$ cat src/rtl/instr_sequencer_if.sv
// Sequencer <-> program memory / datapath bundle: fetch address and data, flags, and execute strobes.
// master = sequencer side, slave = memory/datapath side.
interface instr_sequencer_if #(
    parameter int PC_W = 5
);
    logic            run;
    logic [7:0]      prog_mem_data;
    logic            zero_flag;
    logic [PC_W-1:0] prog_cnt;
    logic [3:0]      instr_code;
    logic [3:0]      operand;
    logic            load_en;
    logic            store_en;
    logic            R0_ce;
    logic            R1_ce;
    logic            R0_oe;
    logic            R1_oe;
    logic            acu_ce;
    logic [1:0]      alu_op;
    logic            halted;
    logic            illegal;

    modport master (
        input  run, prog_mem_data, zero_flag,
        output prog_cnt, instr_code, operand, load_en, store_en,
               R0_ce, R1_ce, R0_oe, R1_oe, acu_ce, alu_op, halted, illegal
    );

    modport slave (
        output run, prog_mem_data, zero_flag,
        input  prog_cnt, instr_code, operand, load_en, store_en,
               R0_ce, R1_ce, R0_oe, R1_oe, acu_ce, alu_op, halted, illegal
    );
endinterface

$ cat src/rtl/instr_sequencer.sv
// FETCH/DECODE/EXEC control unit: 3 cycles per instruction, strobes only in EXEC, PC moves on the EXEC edge.
// run=0 stalls in FETCH only; HLT parks in HALT until reset.
module instr_sequencer #(
    parameter int PC_W = 5
) (
    input  logic               clk,
    input  logic               rstn_ext,
    instr_sequencer_if.master  bus
);
    typedef enum logic [1:0] {
        S_FETCH  = 2'd0,
        S_DECODE = 2'd1,
        S_EXEC   = 2'd2,
        S_HALT   = 2'd3
    } state_t;

    localparam logic [3:0] OP_NOP = 4'h0, OP_LD0 = 4'h1, OP_LD1 = 4'h2, OP_ADD = 4'h3,
                           OP_SUB = 4'h4, OP_AND = 4'h5, OP_OR  = 4'h6, OP_ST0 = 4'h7,
                           OP_ST1 = 4'h8, OP_STM = 4'h9, OP_JMP = 4'hA, OP_JZ  = 4'hB,
                           OP_HLT = 4'hF;

    state_t          r_state;
    state_t          w_state_nxt;
    logic [PC_W-1:0] r_pc;
    logic [3:0]      r_opcode;
    logic [3:0]      r_operand;

    logic            w_load_en, w_store_en, w_r0_ce, w_r1_ce, w_r0_oe, w_r1_oe, w_acu_ce;
    logic [1:0]      w_alu_op;
    logic            w_illegal;
    logic            w_jump;
    logic [PC_W-1:0] w_target;

    always_ff @(posedge clk or negedge rstn_ext) begin
        if (!rstn_ext) r_state <= S_FETCH;
        else           r_state <= w_state_nxt;
    end

    always_comb begin
        w_state_nxt = r_state;
        w_load_en   = 1'b0;
        w_store_en  = 1'b0;
        w_r0_ce     = 1'b0;
        w_r1_ce     = 1'b0;
        w_r0_oe     = 1'b0;
        w_r1_oe     = 1'b0;
        w_acu_ce    = 1'b0;
        w_alu_op    = 2'b00;
        w_illegal   = 1'b0;
        w_jump      = 1'b0;
        case (r_state)
            S_FETCH:  if (bus.run) w_state_nxt = S_DECODE;
            S_DECODE: w_state_nxt = S_EXEC;
            S_EXEC: begin
                w_state_nxt = (r_opcode == OP_HLT) ? S_HALT : S_FETCH;
                case (r_opcode)
                    OP_LD0: begin w_load_en = 1'b1; w_r0_ce = 1'b1; end
                    OP_LD1: begin w_load_en = 1'b1; w_r1_ce = 1'b1; end
                    OP_ADD, OP_SUB, OP_AND, OP_OR: begin
                        w_r0_oe  = 1'b1;
                        w_r1_oe  = 1'b1;
                        w_acu_ce = 1'b1;
                        // ALU ops are consecutive opcodes starting at ADD
                        w_alu_op = 2'(r_opcode - OP_ADD);
                    end
                    OP_ST0: w_r0_ce    = 1'b1;
                    OP_ST1: w_r1_ce    = 1'b1;
                    OP_STM: w_store_en = 1'b1;
                    OP_JMP: w_jump     = 1'b1;
                    OP_JZ:  w_jump     = bus.zero_flag;
                    OP_NOP, OP_HLT: ;
                    default: w_illegal = 1'b1;
                endcase
            end
            S_HALT:   w_state_nxt = S_HALT;
            default:  w_state_nxt = S_FETCH;
        endcase
    end

    assign w_target = {{(PC_W-4){1'b0}}, r_operand};

    always_ff @(posedge clk or negedge rstn_ext) begin
        if (!rstn_ext) begin
            r_pc      <= '0;
            r_opcode  <= 4'h0;
            r_operand <= 4'h0;
        end else begin
            if (r_state == S_DECODE) {r_opcode, r_operand} <= bus.prog_mem_data;
            if (r_state == S_EXEC)   r_pc <= w_jump ? w_target : r_pc + 1'b1;
        end
    end

    assign bus.prog_cnt   = r_pc;
    assign bus.instr_code = r_opcode;
    assign bus.operand    = r_operand;
    assign bus.load_en    = w_load_en;
    assign bus.store_en   = w_store_en;
    assign bus.R0_ce      = w_r0_ce;
    assign bus.R1_ce      = w_r1_ce;
    assign bus.R0_oe      = w_r0_oe;
    assign bus.R1_oe      = w_r1_oe;
    assign bus.acu_ce     = w_acu_ce;
    assign bus.alu_op     = w_alu_op;
    assign bus.illegal    = w_illegal;
    assign bus.halted     = (r_state == S_HALT);
endmodule

$ cat src/flat_wrapper.sv
// flat-port wrapper written by rule: the top's interface ports become plain ports
module instr_sequencer_flat 
#(
    parameter int PC_W = 5
)
  (clk, rstn_ext, bus_run, bus_prog_mem_data, bus_zero_flag, bus_prog_cnt, bus_instr_code, bus_operand, bus_load_en, bus_store_en, bus_R0_ce, bus_R1_ce, bus_R0_oe, bus_R1_oe, bus_acu_ce, bus_alu_op, bus_halted, bus_illegal);
  instr_sequencer_if #(.PC_W(PC_W)) bus_i ();
  input  logic clk;
  input  logic rstn_ext;
  input wire logic [$bits(bus_i.run)-1:0] bus_run;
  input wire logic [$bits(bus_i.prog_mem_data)-1:0] bus_prog_mem_data;
  input wire logic [$bits(bus_i.zero_flag)-1:0] bus_zero_flag;
  output wire logic [$bits(bus_i.prog_cnt)-1:0] bus_prog_cnt;
  output wire logic [$bits(bus_i.instr_code)-1:0] bus_instr_code;
  output wire logic [$bits(bus_i.operand)-1:0] bus_operand;
  output wire logic [$bits(bus_i.load_en)-1:0] bus_load_en;
  output wire logic [$bits(bus_i.store_en)-1:0] bus_store_en;
  output wire logic [$bits(bus_i.R0_ce)-1:0] bus_R0_ce;
  output wire logic [$bits(bus_i.R1_ce)-1:0] bus_R1_ce;
  output wire logic [$bits(bus_i.R0_oe)-1:0] bus_R0_oe;
  output wire logic [$bits(bus_i.R1_oe)-1:0] bus_R1_oe;
  output wire logic [$bits(bus_i.acu_ce)-1:0] bus_acu_ce;
  output wire logic [$bits(bus_i.alu_op)-1:0] bus_alu_op;
  output wire logic [$bits(bus_i.halted)-1:0] bus_halted;
  output wire logic [$bits(bus_i.illegal)-1:0] bus_illegal;
  assign bus_i.run = bus_run;
  assign bus_i.prog_mem_data = bus_prog_mem_data;
  assign bus_i.zero_flag = bus_zero_flag;
  assign bus_prog_cnt = bus_i.prog_cnt;
  assign bus_instr_code = bus_i.instr_code;
  assign bus_operand = bus_i.operand;
  assign bus_load_en = bus_i.load_en;
  assign bus_store_en = bus_i.store_en;
  assign bus_R0_ce = bus_i.R0_ce;
  assign bus_R1_ce = bus_i.R1_ce;
  assign bus_R0_oe = bus_i.R0_oe;
  assign bus_R1_oe = bus_i.R1_oe;
  assign bus_acu_ce = bus_i.acu_ce;
  assign bus_alu_op = bus_i.alu_op;
  assign bus_halted = bus_i.halted;
  assign bus_illegal = bus_i.illegal;
  instr_sequencer #(.PC_W(PC_W)) u_core (.clk(clk), .rstn_ext(rstn_ext), .bus(bus_i));
endmodule
$ cat config.mk
export PLATFORM = sky130hd
export DESIGN_NAME = instr_sequencer_flat
export DESIGN_NICKNAME = d
export VERILOG_FILES = /design/src/rtl/instr_sequencer_if.sv /design/src/rtl/instr_sequencer.sv /design/src/flat_wrapper.sv
export SDC_FILE = /design/constraint.sdc
export NUM_CORES = 1
export LEC_CHECK = 0
export ABC_AREA = 0
export ABC_CLOCK_PERIOD_IN_PS = 2000
export BUFFER_PORTS_ARGS = -buffer_cell sky130_fd_sc_hd__buf_2
export CORE_UTILIZATION = 30
export CTS_CLUSTER_DIAMETER = 80
export CTS_CLUSTER_SIZE = 28
export DETAILED_ROUTE_END_ITERATION = 10
export SYNTH_ARGS = -nofsm -noshare
export SYNTH_HDL_FRONTEND = slang
export SYNTH_SLANG_ARGS = --single-unit
$ cat constraint.sdc
create_clock -name clk -period 2 [get_ports clk]
set_input_delay 0.1 -clock clk [delete_from_list [all_inputs] [get_ports clk]]
set_output_delay 0.1 -clock clk [all_outputs]
set_load 0.1 [all_outputs]
== Yosys cells after proc, flatten, opt, wreduce, memory -nomap -nowiden ==
Cells that the tools add are included.

* Add/sub/neg operators: 2
* Equality and inequality tests: 16
* Mux-type cells: 20
* Reductions and logical operators: 7

{| class="wikitable"
|+ Operators with widths
! cell !! number
|-
| == test 4 bit, second input constant || 5
|-
| == test 4 x 3 -> 1 bit, second input constant || 4
|-
| 2-to-1 mux 1 bit || 13
|-
| OR reduction 13 bit || 1
|-
| == test 4 x 2 -> 1 bit, second input constant || 2
|-
| 2-to-1 mux 2 bit || 4
|-
| case mux 2 bit (4 select lines) || 1
|-
| OR reduction 2 bit || 3
|-
| adder 5 x 1 -> 5 bit, second input constant || 1
|-
| 2-to-1 mux 5 bit || 1
|-
| == test 2 bit, second input constant || 2
|-
| == test 4 x 1 -> 1 bit, second input constant || 1
|-
| logical NOT 4 bit || 1
|-
| OR reduction 4 bit || 1
|-
| == test 2 x 1 -> 1 bit, second input constant || 1
|-
| logical NOT 2 bit || 1
|-
| inequality test 2 bit, second input constant || 1
|-
| case mux 1 bit (2 select lines) || 1
|-
| subtractor 2 bit, second input constant || 1
|}

* Flip-flop bits (word level): 15
* Bits of input ports: 12
* Output and inout port bits: 24

== Depth between registers and ports, before layout ==
* Depth after elaboration: 4
* Depth in mapped cells: 5

== Least setup slack after synthesis ==
OpenSTA, ideal clock, no wires.

* Path kind: reg-to-output
* Start: reg u_core.r_opcode[1], in the netlist u_core.bus.instr_code[1]
* End: out bus_alu_op[0]
* Data arrival time: 4460 ps
* Setup slack: -2560 ps
* Stages on the path, launching flop included: 5
* Cells stage by stage: dfrtp_1 ha_1 nor3_1 a2111oi_2 and2_1

* Word-level cells in the longest chain between the ends: 4

{| class="wikitable"
|+ RTL lines
! item !! line !! RTL
|-
| start: declaration || instr_sequencer.sv:25 || <nowiki>logic [3:0] r_opcode;</nowiki>
|-
| start signal: assignment || instr_sequencer.sv:88 || <nowiki>if (r_state == S_DECODE) {r_opcode, r_operand} <= bus.prog_mem_data;</nowiki>
|-
| == test 4 x 2 -> 1 bit / == test 4 x 3 -> 1 bit (equally long branches) || instr_sequencer.sv:56 || <nowiki>case (r_opcode)</nowiki>
|-
| OR reduction 4 bit (*) || instr_sequencer.sv:56 ||
|-
| 2-to-1 mux 2 bit (*) || instr_sequencer.sv:56 ||
|-
| 2-to-1 mux 2 bit (*) || instr_sequencer.sv:51 || <nowiki>case (r_state)</nowiki>
|-
| end: declaration || flat_wrapper.sv:23 || <nowiki>output wire logic [$bits(bus_i.alu_op)-1:0] bus_alu_op;</nowiki>
|}

Mark *: on every way between the ends. The rest lies on a longest branch, timed or not.

== Final worst setup path ==
* Start: reg u_core.r_opcode[0], in the netlist u_core.bus.instr_code[0]
* End: out bus_acu_ce

* Word-level cells in the longest chain between the ends: 4

{| class="wikitable"
|+ RTL lines
! item !! line !! RTL
|-
| == test 4 x 2 -> 1 bit / == test 4 x 3 -> 1 bit (equally long branches) || instr_sequencer.sv:56 ||
|-
| OR reduction 4 bit (*) || instr_sequencer.sv:56 ||
|-
| 2-to-1 mux 1 bit (*) || instr_sequencer.sv:56 ||
|-
| 2-to-1 mux 1 bit (*) || instr_sequencer.sv:51 ||
|-
| end: declaration || flat_wrapper.sv:22 || <nowiki>output wire logic [$bits(bus_i.acu_ce)-1:0] bus_acu_ce;</nowiki>
|}

Marked as above.

==> key figures <==
Run status
  – Status: finished, final reports clean

Place
  – Buffers on Ports: 35
  – Post-DP HPWL: approximately 1500 um
  – Pre-CTS setup slack: approximately 300 ps
  – GP Congestion: 0.843

Worst hold path
  – Worst min path class: input pin to flop

GRT
  – First-pass GRT wire length: 3280 um
  – Largest net degree at the start of global routing: 16
  – Initial antenna violation count: 0
  – Vias in the first global route: approximately 730
  – Overflow after GRT: 0
  – Total track usage: 13.5%

Clock tree
  – Skew-Pair Late Insertion Delay: 280 ps
  – Clk buf depth: 2
  – CTS tree: done
  – TritonCTS Buffers: 3
  – Clock Pin Slew Worst Setup and Hold Paths: 90 ps
  – H-tree depth: 1
  – Clk sinks: 15
  – CTS root buffer: clkbuf_4

Yosys
  – Synth Warn #: 0
  – Mux share of post-synthesis cell area: between 10 and 15%
  – Flip-flop and latch count after synthesis: 15
  – Yosys top cell by area: dfrtp_1
  – Top post-synthesis cells by area: dfrtp_1 (43%), mux2_2 (10%), ha_1 (7.2%), and2_1 (2.9%), buf_4 (2.6%)
  – Mapped Area: about 870 um^2
  – Mapped Nets: 97
  – Avg Cell Area, Syn: about 11 um^2
  – Simple-gate share of the synthesized area: 17.8%
  – Mapped Cells: 80
  – Largest family of logic cells by synthesized area: simple AND/OR/NAND/NOR gates
  – Synth cell types: 33
  – Adder-Cell Fraction of Synth Area: roughly 7.2%
  – Post-Synth XOR/XNOR Area: around 1%
  – Area share of the largest cell type after synthesis: between 40 and 50%
  – Sequential share of the synthesized area: a little over two fifths
  – Synth Area in Compound Gates: 11.9%

Setup path
  – Worst setup SP type: flop
  – Worst EP required: between 1500 and 2000 ps
  – CP Class: flop to output port
  – Slowest stage delay, CP: between 500 and 600 ps
  – Worst-path cell chain: inv_4 > ha_4 > nor3_4 > a2111oi_4 > buf_4 > buf_12
  – Critical-path top delay cell: dfrtp_4
  – Critical path data arrival time: 1880 ps
  – Crit path max fanout: 4
  – Crit end category: output port

Die
  – Die area: roughly 3100 um^2
  – Die H: about 56 um
  – Ports: 36
  – Row cnt: 19
  – Die width: between 50 and 60 um
  – Initial Utilization: between 30% and 40%
  – Core Region: about 2800 um^2

STA
  – Final worst slack: ~21 ps
  – RSZ-0062 raised after global routing: yes
  – Final hold vios: 0
  – Final Setup Violations: 0
  – Measured slew at the worst slew-check pin: between 400 and 500 ps
  – Final min period: about 2000 ps
  – Slew HR: 67.8%
  – Max-slew violations: 0
  – Clk_skew: 1.18 ps
  – Max Clock Freq: roughly 0.51 GHz
  – Tcrit/Tclk final: between 90% and 100%

Routing
  – Post-Route WL: ~2000 um
  – Initial DRC Count: 12
  – Routed vias: 750
  – Initial DRT Pass Iterations: 4
  – DRC: 0
  – Wirelength per Cell: roughly 13 um
  – Via-to-Cell Ratio: about 5
  – DRT antenna net count: 0

Final layout
  – Layout area overhead: 54.0%
  – Layout cells sized above 1: 62.5%
  – Most common cell after layout, fill and taps aside: buf_2
  – Ant diodes: 0
  – Fillers: 260
  – Nets@finish: around 140
  – Most frequent cells in the layout: buf_2 (29), dfrtp_1 (11), mux2_2 (8), buf_4 (6), buf_12 (5)

Flow run
  – Max cap viols: 0
-- cells in the mapped netlist, drive strengths merged --
cell	instances
inv	4
nand2b	1
or3	1
and4bb	1
ha	5
buf	4
nor3	4
a32oi	1
nor2	4
and2	5
a21o	1
mux2	9
nand3b	1
and3b	1
xnor2	1
a41o	1
a31oi	1
nor4	1
dfrtp	15
nand3	3
nand2	4
mux2i	2
clkbuf	1
o211ai	1
a21oi	3
a2111o	1
a2111oi	1
o21ai	1
o311ai	2
-- stage by stage --
step / cell area (um^2) / std cells / utilization [%] / TNS (ps) / hold slack [ps]
after floorplan: 992 / 80 / - / -4950 / -196
after global placement: 1260 / 142 / 45.6 / 0 / 18.5
after detailed placement: 1260 / 142 / 45.6 / 0 / 28.7
after CTS: 1310 / 148 / 47.5 / 0 / 25.8
after global routing: 1350 / 151 / 48.8 / -293 / 25.0
final: 1350 / 151 / 48.8 / 0 / 41.8
-- final cells by class --
type	count	area, um^2	area share, %
Multi-Input combinational cell	56	573	42.6
Sequential cell	15	385	28.7
Timing Repair Buffer	41	300	22.3
Tap cell	31	38.8	2.88
Clock buffer	3	22.5	1.67
Clock inverter	1	5.00	0.372
Inverter	4	20.0	1.49
-- what timing repair did --
| item | CTS | global route |
|---|---|---|
| setup endpoints to repair | 6 | 6 |
| endpoints found under the hold margin | 15 | 0 |
| buffers inserted | 1 | 3 |
| resized for setup | 3 | 3 |
| pin swaps | 2 | 1 |
| hold buffers | 1 | 0 |
-- logic make-up (layout without fill, tap and decap cells) --
| group | Yosys count | in the layout |
|---|---|---|
| AOI/OAI and AO/OA | 13 | 13 |
| DFF | 15 | 15 |
| buffers and inverters | 9 | 49 |
| and+or+nand+nor | 26 | 26 |
| muxes | 11 | 11 |
| xor gates and xnor gates | 1 | 1 |
| adders and majority gates | 5 | 5 |
-- worst paths after layout --
kind                            depth (start not counted)  slack, ps                  endpoint                      from
worst max-delay path                                    6         20                bus_acu_ce  u_core.bus.instr_code[0]
worst min-delay path                                    2         40     u_core.bus.operand[1]      bus_prog_mem_data[1]
worst max register to register                          6        320    u_core.bus.prog_cnt[2]  u_core.bus.instr_code[0]
worst min register to register                          1        540    u_core.bus.prog_cnt[2]     u_core.bus.operand[2]
max in group asynchronous                               2       1470  u_core.bus.instr_code[0]                  rstn_ext
min in group asynchronous                               2        240     u_core.bus.operand[1]                  rstn_ext
-- per-layer routing --
| layer | part of all wire (%) | vias up | GRT usage, % |
|---|---|---|---|
| li1 | - | 372 | - |
| met1 | 44 | 360 | 17.3 |
| met2 | 51 | 16 | 21.5 |
| met3 | 4.4 | 2 | 4.65 |
| met4 | 0.82 | 0 | 4.18 |
| met5 | 0 | - | 0 |
-- sequential cells by signal (all words and copies together), names as in the netlist --
name	count
u_core.bus.prog_cnt	5
u_core.bus.instr_code	4
u_core.bus.operand	4
u_core.r_state	2
-- worst max-delay path: cells and delay by family (launching register included) --
kind                       cells  cell delay [ps]
buffers and inverters          3              510
DFF                            1              530
adders and majority gates      1              150
AOI/OAI and AO/OA              1              350
and+or+nand+nor                1               50
Power is not shown: default switching activity piles up to over one toggle a cycle in this logic, so the estimate is an artifact.
